<file path="src/rtl/triangle_gen.sv">
// triangle_gen
//   Enumerates every non-degenerate integer triangle (A<=B<=C<=N, A+B>C)
//   in lexicographic order on (A,B,C), C fastest, over a VALID/READY
//   handshake. One triple per cycle when READY is held high.
//
// Ports
//   CLK    : clock, rising edge
//   RST_N  : asynchronous active-low reset
//   START  : begin an enumeration (accepted only in IDLE)
//   N      : maximum side length, latched when START is accepted
//   READY  : consumer accepts the current triple
//   VALID  : A/B/C hold a valid triple
//   A,B,C  : current triple
//   BUSY   : enumeration in progress (RUN or FIN)
//   DONE   : one-cycle pulse after the last transfer
//   COUNT  : triples transferred in the current or last run
module triangle_gen #(
   parameter int unsigned W = 8
) (
   input  logic           CLK,
   input  logic           RST_N,
   input  logic           START,
   input  logic [W-1:0]   N,
   input  logic           READY,
   output logic           VALID,
   output logic [W-1:0]   A,
   output logic [W-1:0]   B,
   output logic [W-1:0]   C,
   output logic           BUSY,
   output logic           DONE,
   output logic [3*W-1:0] COUNT
);

   typedef enum logic [1:0] {
      IDLE = 2'd0,
      RUN  = 2'd1,
      FIN  = 2'd2
   } state_t;

   state_t         state, state_nx;
   logic [W-1:0]   n_q, n_nx;
   logic [W-1:0]   a_q, a_nx;
   logic [W-1:0]   b_q, b_nx;
   logic [W-1:0]   c_q, c_nx;
   logic [3*W-1:0] cnt_q, cnt_nx;

   logic           xfer;
   logic [W:0]     sum_m1;
   logic [W:0]     limit;
   logic           c_step;
   logic           b_step;
   logic           a_step;

   // Largest legal C for the current (A,B) is min(N, A+B-1); the sum is
   // kept one bit wider so A=B=2^W-1 cannot wrap.
   always_comb begin
      sum_m1 = {1'b0, a_q} + {1'b0, b_q} - (W+1)'(1);
      limit  = ({1'b0, n_q} < sum_m1) ? {1'b0, n_q} : sum_m1;
      c_step = ({1'b0, c_q} < limit);
      b_step = (b_q < n_q);
      a_step = (a_q < n_q);
   end

   assign xfer = (state == RUN) && READY;

   always_comb begin
      state_nx = state;
      n_nx     = n_q;
      a_nx     = a_q;
      b_nx     = b_q;
      c_nx     = c_q;
      cnt_nx   = cnt_q;
      case (state)
         IDLE: begin
            if (START) begin
               n_nx   = N;
               cnt_nx = '0;
               if (N == '0) begin
                  state_nx = FIN;
               end else begin
                  state_nx = RUN;
                  a_nx     = W'(1);
                  b_nx     = W'(1);
                  c_nx     = W'(1);
               end
            end
         end
         RUN: begin
            if (xfer) begin
               cnt_nx = cnt_q + (3*W)'(1);
               if (c_step) begin
                  c_nx = c_q + W'(1);
               end else if (b_step) begin
                  b_nx = b_q + W'(1);
                  c_nx = b_q + W'(1);
               end else if (a_step) begin
                  a_nx = a_q + W'(1);
                  b_nx = a_q + W'(1);
                  c_nx = a_q + W'(1);
               end else begin
                  // last triple handed over; A/B/C keep their final value
                  state_nx = FIN;
               end
            end
         end
         FIN:     state_nx = IDLE;
         default: state_nx = IDLE;
      endcase
   end

   always_ff @(posedge CLK or negedge RST_N) begin
      if (!RST_N) begin
         state <= IDLE;
         n_q   <= '0;
         a_q   <= '0;
         b_q   <= '0;
         c_q   <= '0;
         cnt_q <= '0;
      end else begin
         state <= state_nx;
         n_q   <= n_nx;
         a_q   <= a_nx;
         b_q   <= b_nx;
         c_q   <= c_nx;
         cnt_q <= cnt_nx;
      end
   end

   assign VALID = (state == RUN);
   assign BUSY  = (state != IDLE);
   assign DONE  = (state == FIN);
   assign A     = a_q;
   assign B     = b_q;
   assign C     = c_q;
   assign COUNT = cnt_q;

endmodule

</file>
<file path="config.mk">
export PLATFORM = sky130hd
export DESIGN_NAME = triangle_gen
export DESIGN_NICKNAME = d
export VERILOG_FILES = /design/src/rtl/triangle_gen.sv
export SDC_FILE = /design/constraint.sdc
export NUM_CORES = 1
export LEC_CHECK = 0
export CORE_AREA = 2 2 96 98
export CTS_CLUSTER_DIAMETER = 60
export DETAILED_ROUTE_END_ITERATION = 8
export DIE_AREA = 0 0 98 100
export PLACE_DENSITY = 0.71
export RECOVER_POWER = 25
export SETUP_SLACK_MARGIN = 0.1
export SLEW_MARGIN = 20
export SYNTH_ARGS = -nofsm -noshare
export SYNTH_HDL_FRONTEND = slang
export SYNTH_SLANG_ARGS = --single-unit
export TNS_END_PERCENT = 100
</file>
<file path="constraint.sdc">
create_clock -name CLK -period 7 [get_ports CLK]
set_clock_uncertainty 0.15 [all_clocks]
set_input_delay 1.05 -clock CLK [delete_from_list [all_inputs] [get_ports CLK]]
set_output_delay 1.05 -clock CLK [all_outputs]
set_load 0.005 [all_outputs]
</file>
==> qor.txt <==
status - complete, but fails checks
failing checks - capacitance limit, slew limit
# clock sinks - 58
Max Fclk - 159.3 MHz
Syn Nets - 541
first-pass GRT wire length - 19.15 mm
Seq/Total Area, Yosys - 33.80%
Final ANT Viol Nets - 0
CTS tree - yes
share of power burned in registers - 19.5%
Slew Viols, Final - 59
Max FO, Critical Path - 18
total CTS buffers - 9
FF+latch count, synth - 58
Post-Syn Area - 0.004294 mm2
Core ar. - 0.008890 mm2
# DRC - 0
Worst Setup SP - B[1]
reg-to-reg startpoint - B[1]
IO Pins - 63
final hold vios - 0
Crit path required time - 7110 ps
Setup CP Type - flip-flop to flip-flop
Die Y - 100 um
chip width - 98 um
VDD IR max - 0.0002520 V
Initial DRC Count - 306
Worst setup SP type - flip-flop
die area - 0.009800 mm2
CTS resizes - 0
Port Buffers - 62
Reg clk slew, reported paths - 70 ps
DR vias - 3834
DP HPWL - 9.132 mm
initial antenna violation count - 0
Worst Hold Class - flip-flop to flip-flop
sw frac - 50.23%
number of global-route vias before repair - 3846
Wirelength per Cell - 17.73 um
Worst path slowest cell - o32ai_4
drt total wl - 11.73 mm
YS warnings - 0
RePlAce Congestion - 0.9225
largest net degree at the start of global routing - 59
Post CTS Setup Buffer Count - 0
drt first pass iters - 6
Synth Area in Adders - 14.16%
post-layout util - 58.56%
Unique masters post-synth - 61
area share of the largest cell type after synthesis - 33.80%
CP Capture Point - B[6]
Gate Count Post-Synth - 481
clock network fraction of design power - 9.6%
post-synthesis xor/xnor area fraction - 7.547%
number of flops mapped to enable cells by yosys - 0
Ant. Diodes - 0
Main synth FF type - dfrtp_1
Hold-fix buffers, CTS - 0
combinational fraction of design power - 70.9%
RSZ-0062 raised after global routing - false
area post-placement - 0.005026 mm2
GRT Overall Usage - 24.65%
setup_tns - 0 ps
Slew headroom - -110.8%
post-route cell area - 0.005206 mm2
Final Cycle Share - 89.68%
Int Power - 1480 uW
Compound-Gate Fraction of Synth Area - 16.14%
H-Tree Level Count - 3
most frequent cell after synthesis - dfrtp_1
Layout Nets - 606
Root Buffer - clkbuf_8
commonest cells in the synthesized netlist - dfrtp_1, inv_1, ha_1
worst-case reg-to-reg path depth - 25
Clk Latency, worst-skew pair - 340 ps
Max clock buf depth - 2
r2r setup slk - 720 ps
multiplexer share of the synthesized area - 4.779%
fraction of layout cells with a size suffix above 1 - 6.534%
Row Count - 35
Setup Viol. Count Final - 0
starting density of the core - 48.30%
post-synthesis async set-or-reset flop share - 100.0%
Simple-Gate Fraction of Synth Area - 18.21%
post-route minimum period - 6278 ps
Slew @ Worst Pin - 3162 ps
cell mode on critical path - ha_1
Critical Path End Type - flip-flop
syn avg cell area - 8.927 um2
Pwr Density - 571.2 mW/mm2
Yosys top cell by area - dfrtp_1
grt ovf - 0
largest family of logic cells by synthesized area - simple AND/OR/NAND/NOR gates
Worst path max stage delay - 600 ps
DR vias/cell - 5.792
area grow syn2layout - 21.24%
crit path DAT - 6390 ps
synth top area cells - dfrtp_1, ha_1, xor2_1, inv_1, nor2_1
Leakage - 0.002351 uW
Max-Cap Viols - 1
switching power total - 1494 uW
r2r endpoint - B[6]
==> metrics by stage <==
| step | std cells | total power [uW] | hold slack, ps | setup WS, ps |
|---|---|---|---|---|
| final | 662 | 2974 | 370.8 | 722.3 |
| after detailed placement | 646 | 2655 | 361.9 | 606.2 |
| after global placement | 646 | 2587 | 364.4 | 765.2 |
| after CTS | 662 | 2951 | 379.4 | 569.6 |
| after floorplan | 481 | 2052 | 301.5 | 1255 |
| after global routing | 662 | 3260 | 409.5 | 168.5 |
==> how the worst min path moves through the flow <==
stage                     startpoint  endpoint  cells past startpoint
after floorplan             state[1]  state[1]                      1
after global placement      state[1]  state[1]                      1
after detailed placement    state[1]  state[1]                      1
after CTS                   state[1]  state[1]                      1
after global routing        state[1]  state[1]                      1
final                       state[1]  state[1]                      1
==> worst max-delay path: cells and delay by family (launching register included) <==
family                   cells  cell delay (ps)
AO/OA/AOI/OAI                7             1910
XOR/XNOR                     1              150
adder cells (fa/ha/maj)      5             1410
buffers and inverters        2              120
flip-flops                   1              420
multiplexers                 2              550
AND/OR/NAND/NOR              8             1500
==> routing by layer <==
| metal | GRT usage, % | vias up | part of all wire, % |
|---|---|---|---|
| met3 | 4.248 | 35 | 5.5 |
| met5 | 0 | - | 0 |
| met1 | 31.79 | 1826 | 44 |
| met2 | 40.31 | 125 | 47 |
| met4 | 12.07 | 0 | 3.6 |
| li1 | - | 1848 | - |
==> logic make-up after synthesis <==
logic type,Yosys count
compound gates,101
xor+xnor,37
fa+ha+maj,48
buf+inv,59
flops,58
mux,19
simple gates,159
==> final cells by class <==
type                    count  area (um2)
clock buffers              10       137.6
inverters                  48       180.2
clock inverters             6       41.29
flip-flops and latches     58        1451
fillers                   792        3684
multi-input cells         364        2623
well taps                 111       138.9
repair buffers             65       634.4
==> power by group through the flow <==
stage	Clock [uW]	Sequential [uW]	Combinational, uW
after detailed placement	0	582	2070
final	286	579	2110
after floorplan	0	541	1510
after global placement	0	580	2010
after global routing	307	591	2360
after CTS	291	577	2080
==> flip-flops by register name, summed over array words and instances, names as in the netlist <==
signal / count
n_q: 8
COUNT: 24
state: 2
B: 8
A: 8
C: 8
==> layout by cell type, fill, tap and decap left out, types with 3 or more instances in the layout <==
master	n
xor2_1	21
a31oi_1	10
xnor2_1	16
o21ai_0	28
dfrtp_1	58
o211ai_1	3
clkinvlp_4	3
nand2_1	38
a21o_1	5
nand3_1	18
mux2_2	8
o22ai_1	4
mux2i_1	10
nand4_1	9
clkbuf_8	10
a211oi_1	3
nor3_1	8
clkdlybuf4s50_1	61
a2bb2oi_1	4
nand2b_1	9
and2_1	6
inv_1	48
and3_1	13
ha_1	47
nor2_1	41
a21oi_1	16
Note: power is estimated with default switching activity, not from simulation.
